File: src/rtl/sfsm_pkg.sv
// Shared definitions for the SFSM serial link: frame geometry and receiver states.
package sfsm_pkg;

   localparam int SFSM_FRAME_BITS = 33;

   typedef enum logic [1:0] {
      IDLE  = 2'd0,
      SHIFT = 2'd1,
      DRAIN = 2'd2
   } rx_state_t;

endpackage

File: src/rtl/sfsm_frame_rx_if.sv
// Parallel frame handoff from the SFSM receiver to its consumer (valid/ready).
interface sfsm_frame_rx_if
   import sfsm_pkg::*;
#(
   parameter int FRAME_BITS = SFSM_FRAME_BITS
);

   logic [FRAME_BITS-1:0] frame_data;
   logic                  frame_valid;
   logic                  frame_ready;

   modport master (output frame_data, output frame_valid, input frame_ready);
   modport slave  (input frame_data, input frame_valid, output frame_ready);

endinterface

File: src/rtl/sfsm_rx_shifter.sv
// Serial-to-parallel shift register with a saturating-by-construction bit counter.
module sfsm_rx_shifter
   import sfsm_pkg::*;
#(
   parameter int FRAME_BITS = SFSM_FRAME_BITS,
   parameter int CNT_W      = 6
) (
   input  logic                  clk,
   input  logic                  reset_n,
   input  logic                  clear,
   input  logic                  shift_en,
   input  logic                  din,
   output logic [FRAME_BITS-1:0] data,
   output logic [CNT_W-1:0]      count
);

   // clear together with shift_en starts a new frame: bit 0 lands and the count becomes 1.
   always_ff @(posedge clk or negedge reset_n) begin
      if (!reset_n) begin
         data  <= '0;
         count <= '0;
      end else if (shift_en) begin
         // NOTE: sequential state uses non-blocking assignments so every register
         // samples the pre-edge values, independent of statement order.
         data  <= clear ? {{(FRAME_BITS-1){1'b0}}, din} : {data[FRAME_BITS-2:0], din};
         count <= clear ? CNT_W'(1) : count + CNT_W'(1);
      end else if (clear) begin
         data  <= '0;
         count <= '0;
      end
   end

endmodule

File: src/rtl/sfsm_frame_rx.sv
// SFSM link receiver: frames the cs/dout stream, checks length, buffers one frame.
module sfsm_frame_rx
   import sfsm_pkg::*;
#(
   parameter int FRAME_BITS = SFSM_FRAME_BITS,
   parameter int CNT_W      = 6
) (
   input  logic             clk,
   input  logic             reset_n,
   input  logic             cs,
   input  logic             dout,
   sfsm_frame_rx_if.master  rx,
   output logic             err_short,
   output logic             err_long,
   output logic             err_overrun,
   output logic [7:0]       frame_count
);

   rx_state_t             state;
   logic                  clear;
   logic                  shift_en;
   logic [FRAME_BITS-1:0] sh_data;
   logic [CNT_W-1:0]      sh_count;
   logic                  full_len;

   assign full_len = (sh_count == CNT_W'(FRAME_BITS));

   sfsm_rx_shifter #(
      .FRAME_BITS (FRAME_BITS),
      .CNT_W      (CNT_W)
   ) u_shifter (
      .clk      (clk),
      .reset_n  (reset_n),
      .clear    (clear),
      .shift_en (shift_en),
      .din      (dout),
      .data     (sh_data),
      .count    (sh_count)
   );

   // Shifter is held cleared whenever it is not collecting a frame.
   always_comb begin
      // NOTE: every always_comb output gets a default first so no path infers a latch.
      clear    = 1'b1;
      shift_en = 1'b0;
      case (state)
         IDLE:    shift_en = cs;
         SHIFT: begin
            shift_en = cs && !full_len;
            clear    = !(cs && !full_len);
         end
         default: ;
      endcase
   end

   always_ff @(posedge clk or negedge reset_n) begin
      if (!reset_n) begin
         state          <= IDLE;
         rx.frame_data  <= '0;
         rx.frame_valid <= 1'b0;
         err_short      <= 1'b0;
         err_long       <= 1'b0;
         err_overrun    <= 1'b0;
         frame_count    <= '0;
      end else begin
         err_short   <= 1'b0;
         err_long    <= 1'b0;
         err_overrun <= 1'b0;
         // NOTE: a later non-blocking assignment to frame_valid in this block (a commit)
         // overrides this handshake clear on the same edge.
         if (rx.frame_valid && rx.frame_ready)
            rx.frame_valid <= 1'b0;

         case (state)
            IDLE: if (cs) state <= SHIFT;
            SHIFT: begin
               if (cs) begin
                  if (full_len) begin
                     err_long <= 1'b1;
                     state    <= DRAIN;
                  end
               end else begin
                  state <= IDLE;
                  if (!full_len) begin
                     err_short <= 1'b1;
                  end else if (!rx.frame_valid || rx.frame_ready) begin
                     rx.frame_data  <= sh_data;
                     rx.frame_valid <= 1'b1;
                     frame_count    <= frame_count + 8'd1;
                  end else begin
                     err_overrun <= 1'b1;
                  end
               end
            end
            DRAIN: if (!cs) state <= IDLE;
            default: state <= IDLE;
         endcase
      end
   end

endmodule

File: src/flat_wrapper.sv
// flat-port wrapper written by rule: the top's interface ports become plain ports
module sfsm_frame_rx_flat import sfsm_pkg::*;
#(
   parameter int FRAME_BITS = SFSM_FRAME_BITS,
   parameter int CNT_W      = 6
)
  (clk, reset_n, cs, dout, err_short, err_long, err_overrun, frame_count, rx_frame_data, rx_frame_valid, rx_frame_ready);
  sfsm_frame_rx_if #(.FRAME_BITS(FRAME_BITS)) rx_i ();
  input  logic clk;
  input  logic reset_n;
  input  logic cs;
  input  logic dout;
  output logic err_short;
  output logic err_long;
  output logic err_overrun;
  output logic [7:0] frame_count;
  output wire logic [$bits(rx_i.frame_data)-1:0] rx_frame_data;
  output wire logic [$bits(rx_i.frame_valid)-1:0] rx_frame_valid;
  input wire logic [$bits(rx_i.frame_ready)-1:0] rx_frame_ready;
  assign rx_frame_data = rx_i.frame_data;
  assign rx_frame_valid = rx_i.frame_valid;
  assign rx_i.frame_ready = rx_frame_ready;
  sfsm_frame_rx #(.FRAME_BITS(FRAME_BITS), .CNT_W(CNT_W)) u_core (.clk(clk), .reset_n(reset_n), .cs(cs), .dout(dout), .rx(rx_i), .err_short(err_short), .err_long(err_long), .err_overrun(err_overrun), .frame_count(frame_count));
endmodule
File: config.mk
export PLATFORM = sky130hd
export DESIGN_NAME = sfsm_frame_rx_flat
export DESIGN_NICKNAME = d
export VERILOG_FILES = /design/src/rtl/sfsm_pkg.sv /design/src/rtl/sfsm_frame_rx_if.sv /design/src/rtl/sfsm_rx_shifter.sv /design/src/rtl/sfsm_frame_rx.sv /design/src/flat_wrapper.sv
export SDC_FILE = /design/constraint.sdc
export NUM_CORES = 1
export LEC_CHECK = 0
export CAP_MARGIN = 5
export CORE_MARGIN = 1.5
export CORE_UTILIZATION = 59
export CTS_BUF_LIST = sky130_fd_sc_hd__clkbuf_4 sky130_fd_sc_hd__clkbuf_8
export DETAILED_ROUTE_END_ITERATION = 10
export GPL_ROUTABILITY_DRIVEN = 1
export PLACE_DENSITY = 0.87
export SYNTH_ARGS = -nofsm -noshare
export SYNTH_HDL_FRONTEND = slang
export SYNTH_SLANG_ARGS = --single-unit
File: constraint.sdc
create_clock -name clk -period 4.8 [get_ports clk]
set_clock_uncertainty 0.1 [all_clocks]
set_input_delay 0.96 -clock clk [delete_from_list [all_inputs] [get_ports clk]]
set_output_delay 0.96 -clock clk [all_outputs]
set_load 0.1 [all_outputs]
=== Word-level counts from Yosys, hierarchy flattened ===
Cells that the tools add are included.

* Add/subtract/negate cells: 2
* Equal/unequal tests: 6
* Mux-type cells: 28
* Bitwise logic cells: 1
* Reduce and logical (&&, ||, !) cells: 10

{| class="wikitable"
|+ Operator list
! cell !! count
|-
| $mux 33 || 3
|-
| $mux 6 || 3
|-
| $mux 1 || 16
|-
| $add 8x1->8 const B || 1
|-
| $mux 2 || 4
|-
| $add 6x1->6 const B || 1
|-
| $eq 6x6->1 const B || 1
|-
| $pmux 2 s3 || 1
|-
| $ne 2x2->1 const B || 2
|-
| $reduce_and 4->1 || 1
|-
| $logic_not 1->1 || 3
|-
| $ne 3x2->1 const B || 1
|-
| $reduce_and 3->1 || 1
|-
| $eq 2x1->1 const B || 1
|-
| $eq 2x2->1 const B || 1
|-
| $logic_and 1x1->1 || 2
|-
| $logic_not 2->1 || 1
|-
| $pmux 1 s2 || 1
|-
| $reduce_bool 2->1 || 1
|-
| $logic_or 1x1->1 || 1
|-
| $not 1->1 || 1
|}

* Bits in registers: 86
* Input bits: 5
* Output and inout bits: 45
* Logic and storage cells: 56

=== Depth between registers and ports, before layout ===
* Depth in word-level cells: 7
* Depth in mapped cells: 7
* Mapped depth without buffers: 6

=== Cells and area by module ===
From an unflattened synthesis, not the netlist that was laid out.

* Cells, all modules: 254
* Area, all modules: 3592.2 um^2

{| class="wikitable"
|+ By module, submodules not included
! module !! times used !! cells each !! area each (um^2) !! seq. area each (um^2)
|-
| sfsm_frame_rx || 1 || 123 || 1990.7 || 1176.1
|-
| sfsm_rx_shifter || 1 || 131 || 1601.5 || 975.9
|}

=== Worst setup path before layout ===
Ideal clock, no wire load.

* Path type: input -> register
* Start point: in cs
* End point: reg u_core.frame_count[1]
* Library setup time: 0.126 ns
* Data arrival time: 2.251 ns
* Data required time: 4.574 ns
* Setup slack: 2.324 ns
* Cell stages on the path: 4
* Path buffers: 1
* Cells stage by stage: or3b_1 -> nor4b_4 -> buf_4 -> mux2_2

* Word-level cells in the longest chain between the ends: 2

{| class="wikitable"
|+ RTL lines
! what !! RTL line !! RTL
|-
| start: declaration || flat_wrapper.sv:11 || <nowiki>input logic cs;</nowiki>
|-
| $not 1->1 (no source line) || - ||
|-
| $reduce_and 4->1 (no source line) || - ||
|-
| end signal: assignment || sfsm_frame_rx.sv:89 || <nowiki>frame_count <= frame_count + 8'd1;</nowiki>
|-
| end: declaration || sfsm_frame_rx.sv:16 || <nowiki>output logic [7:0] frame_count</nowiki>
|}

No other way between the ends.
A chain may end at the register's enable or synchronous reset.

=== Worst setup path in the final report ===
* Start point: in cs
* End point: reg u_core.rx.frame_data[18]

* Word-level cells in the longest chain between the ends: 2

{| class="wikitable"
|+ RTL lines
! what !! RTL line !! RTL
|-
| $not 1->1 (no source line) || - ||
|-
| $reduce_and 4->1 (no source line) || - ||
|-
| end signal: assignment || sfsm_frame_rx.sv:87 || <nowiki>rx.frame_data <= sh_data;</nowiki>
|-
| end: declaration || sfsm_frame_rx_if.sv:12 || <nowiki>modport master (output frame_data, output frame_valid, input frame_ready);</nowiki>
|}

No other way between the ends.

==> results.txt <==
- The net count of the finished layout is 275.
- Slew margin rel.: 31.60%
* Port Buf Inserts: 49
- Dividing the detail-routed via count by the number of cells gives 5.133.
- Number of sinks on the clock net: 86
- The critical path is of the input port to register type.
* Maximum number of pins on one net before global-route repair: 87
- Final routed wirelength across all metal layers: 4.980 mm
- Post-DP HPWL: 3.150 mm
- Wire length per cell after detailed routing: 14.73 um
* Power per cell area: 302.5 nW/um^2
- The synthesized design contains 0 enable-type register cells.
- Library cells used by synthesis: 25
* Startpoint of the worst-slack reg-to-reg timing path: u_core.u_shifter.count[1]$_DFFE_PN0P_
- In this run the number of H-tree levels came out at 3.
- The biggest area contributor in the post-synthesis netlist is sky130_fd_sc_hd__dfrtp_1.
- Die outline width: 76.02 um
* Hold-fix buffers, CTS: 0
- LEAKAGE: 1.860 nW
- Number of DRC violations after detailed-routing iteration 0: 124
- The most used flip-flop cell after synthesis is sky130_fd_sc_hd__dfrtp_1.
- Vias in the first global route: 1788
- Floorplan core area: ~5100 um^2
- Count of standard-cell rows: 26
- Power, Total: between 1 and 1.5 mW
- Max-cap violations in this run came to 0.
* Instance count after placement with tap cells included: 326
* Register-to-register path setup slack: 2.35 ns
- Clock-pin slew was measured on the worst setup and hold paths at 0.07 ns.
* Period utilization: a little over three fifths
- In this run switching power makes up 21.18% of total power.
- I/O pin count: 50
* Terminating pin of the worst hold path: u_core.frame_count[7]$_DFFE_PN0P_
* Biggest fanout along the worst timing path: 32
- Starting density of the core: between 60% and 70%
- Clock insertion delay at the later pin of the skew report: 0.34 ns
- Total die area: 5778 um^2
* Area fraction of the dominant cell type after synthesis: 68.42%
* Share of power burned in combinational logic: 2.6%
* Max rail drop VDD: 209.4 uV
- HP Start: u_core.frame_count[7]$_DFFE_PN0P_
* Worst Reg2Reg Path Length in Cells: 6
- Mean Syn Cell Area: 14.70 um^2
- The most common cell in the synthesized netlist is sky130_fd_sc_hd__dfrtp_1.
- The path class of the tightest hold or removal check is register to register.
- Endpoint of the worst register-to-register path: u_core.rx.frame_data[18]$_DFFE_PN0P_
* Critical path's largest stage delay: 0.65 ns
- Final setup violation count: 0
- Post-synthesis async set-or-reset flop share: 100.0%
- First-pass iteration count of the detailed router: 4
* Y dimension of the die: 76.02 um
* Max frequency: 329.5 MHz
- Summed over all nets, the switching power comes to 0.2460 mW.
* Wire length of the first global-routing pass: 8.625 mm
* Post-route worst hold slack: 0.3691 ns
- Count of pins over their slew limit: 0
- Compared with the post-synthesis result, the final layout area differs by 22.08%.
* Syn Inst Count: 214
- In the routed design, unresolved DRC markers number 0.
- Detailed routing inserted a total of 1735 vias.
* Number of post-CTS setup repair buffers: 0
- At the end of routability-driven placement, the weighted congestion stood at 0.8102.
- The number of clock buffers added by TritonCTS is 9.
* Max Buffers Root-to-Sink: 2
* Crit-path cells: clkdlybuf4s50_1 -> or3b_1 -> nor4b_4 -> buf_12 -> mux2_2
- The number of antenna violations at the first check in global routing is 0.
- TritonCTS clock tree: done
* Transition at the pin with the smallest max-transition slack: 1.026 ns
- Synthesized area: about 3100 um^2
- In this run, the clock network consumes 34.7% of the power.
- The slowest stage of the critical path is the sky130_fd_sc_hd__nor4b_4 cell.
- For this run the aggregate overflow at the end of global routing stands at 0.
- Setup repair after global routing left no endpoint under its margin.
- After synthesis, the cell types taking the most area are sky130_fd_sc_hd__dfrtp_1 68%, sky130_fd_sc_hd__mux2_2 12%, sky130_fd_sc_hd__and2_1 6.6%.
* Count of placed standard cells in the final layout, fillers left out: 338
* Result of the run: finished, final reports clean
* Critical Path RT: 4.92 ns
- Summed over all failing endpoints, the final setup total negative slack is 0 ns.
* Fraction of layout instances using a drive strength above 1: 18.66%
- Global routing used about a fifth of the available tracks across all layers.
- The worst setup path is captured at a register.
- Warning count from the yosys run: 0
- By count the netlist is led by 86 x sky130_fd_sc_hd__dfrtp_1, 34 x sky130_fd_sc_hd__mux2_2, 33 x sky130_fd_sc_hd__and2_1.
- In this run, post-CTS repair resized a total of 0 instances.
- Internal cell power: 0.9156 mW
* CTS root buf: sky130_fd_sc_hd__clkbuf_8
- Counting I/O delays and the setup requirement, the final critical path takes 3.035 ns.
- Synthesized netlist net count: 222
- Flip-flop and latch count after synthesis: 86
* Arrival time worst endpoint: 3.16 ns
- Once detail routing completed, the nets flagged for antenna violations numbered 0.
* Number of antenna cells inserted: 0
* Sequential-to-total area share from yosys stat: 68.42%
- Count of endpoints failing hold in the final timing report: 0
- Cell depth of the worst min-delay path: 1
- Seq pwr share: 62.7%
* Crit path launch type: input port
-- per-layer routing --
layer	vias up	routed length, um	global-route usage [%]
met3	13	222	4.671
met4	0	126	9.444
li1	812	-	-
met5	-	0	0
met1	854	2357	27.41
met2	56	2273	28.83
-- flip-flops by register name, indices dropped and copies added (netlist names) --
name	count
u_core.rx.frame_data	33
u_core.u_shifter.data	33
u_core.frame_count	8
u_core.u_shifter.count	6
u_core.state	2
u_core.err_long	1
u_core.err_overrun	1
u_core.err_short	1
u_core.rx.frame_valid	1
-- power groups by stage --
stage / registers, mW / logic [mW] / clock network, mW
global route: 0.729 / 0.0353 / 0.442
CTS: 0.729 / 0.0313 / 0.419
floorplan: 0.746 / 0.00820 / 0
global placement: 0.743 / 0.0309 / 0
finish: 0.729 / 0.0302 / 0.403
detailed placement: 0.743 / 0.0313 / 0
-- cell families after synthesis --
logic type | share of synthesized area, %
flip-flops | 68.42
buffers and inverters | 1.670
XOR/XNOR | 3.063
multiplexers | 12.17
AND/OR/NAND/NOR | 12.93
AO/OA/AOI/OAI | 0.5570
adder cells (fa/ha/maj) | 1.193
-- final cells by class --
cell class / count / area, um^2
Sequential cell: 86 / 2152
Clock buffer: 10 / 131.4
Inverter: 1 / 3.754
Multi-Input combinational cell: 119 / 943.4
Timing Repair Buffer: 50 / 508.0
Fill cell: 338 / 1267
Clock inverter: 2 / 13.76
Tap cell: 70 / 87.58
-- worst max-delay path by stage --
| stage | from | end | slack [ns] | cells after the start |
|---|---|---|---|---|
| 3_3_place_gp | cs | u_core.rx.frame_data[28]$_DFFE_PN0P_ | 1.46 | 5 |
| 3_5_place_dp | cs | u_core.rx.frame_data[18]$_DFFE_PN0P_ | 1.42 | 5 |
| 5_1_grt | cs | u_core.rx.frame_data[26]$_DFFE_PN0P_ | 1.66 | 5 |
| 2_1_floorplan | cs | u_core.frame_count[1]$_DFFE_PN0P_ | 2.32 | 4 |
| 6_report | cs | u_core.rx.frame_data[18]$_DFFE_PN0P_ | 1.77 | 5 |
| 4_1_cts | u_core.frame_count[3]$_DFFE_PN0P_ | frame_count[3] | 1.77 | 1 |
-- critical path, delay by kind of cell --
| kind | cells | cell delay [ns] |
|---|---|---|
| multiplexers | 1 | 0.36 |
| buffers and inverters | 2 | 0.73 |
| AND/OR/NAND/NOR | 2 | 1.08 |
-- cells in the final DEF, fill, tap and decap left out, drive strengths merged, types with 3 or more instances in the layout --
cell type	n
and2	33
clkbuf	10
clkdlybuf4s50	48
dfrtp	86
ha	3
mux2	34
nand2	5
nand4	4
nor2	11
nor2b	3
xnor2	8
xor2	3
-- stage by stage --
stage	worst slack, ns	cell area (um^2)	utilization (%)
CTS	1.767	3840	75.18
global placement	1.461	3695	72.34
detailed placement	1.423	3695	72.34
floorplan	2.324	3146	-
global route	1.663	3840	75.18
finish	1.765	3840	75.18
Power figures use the tool's default switching activity.
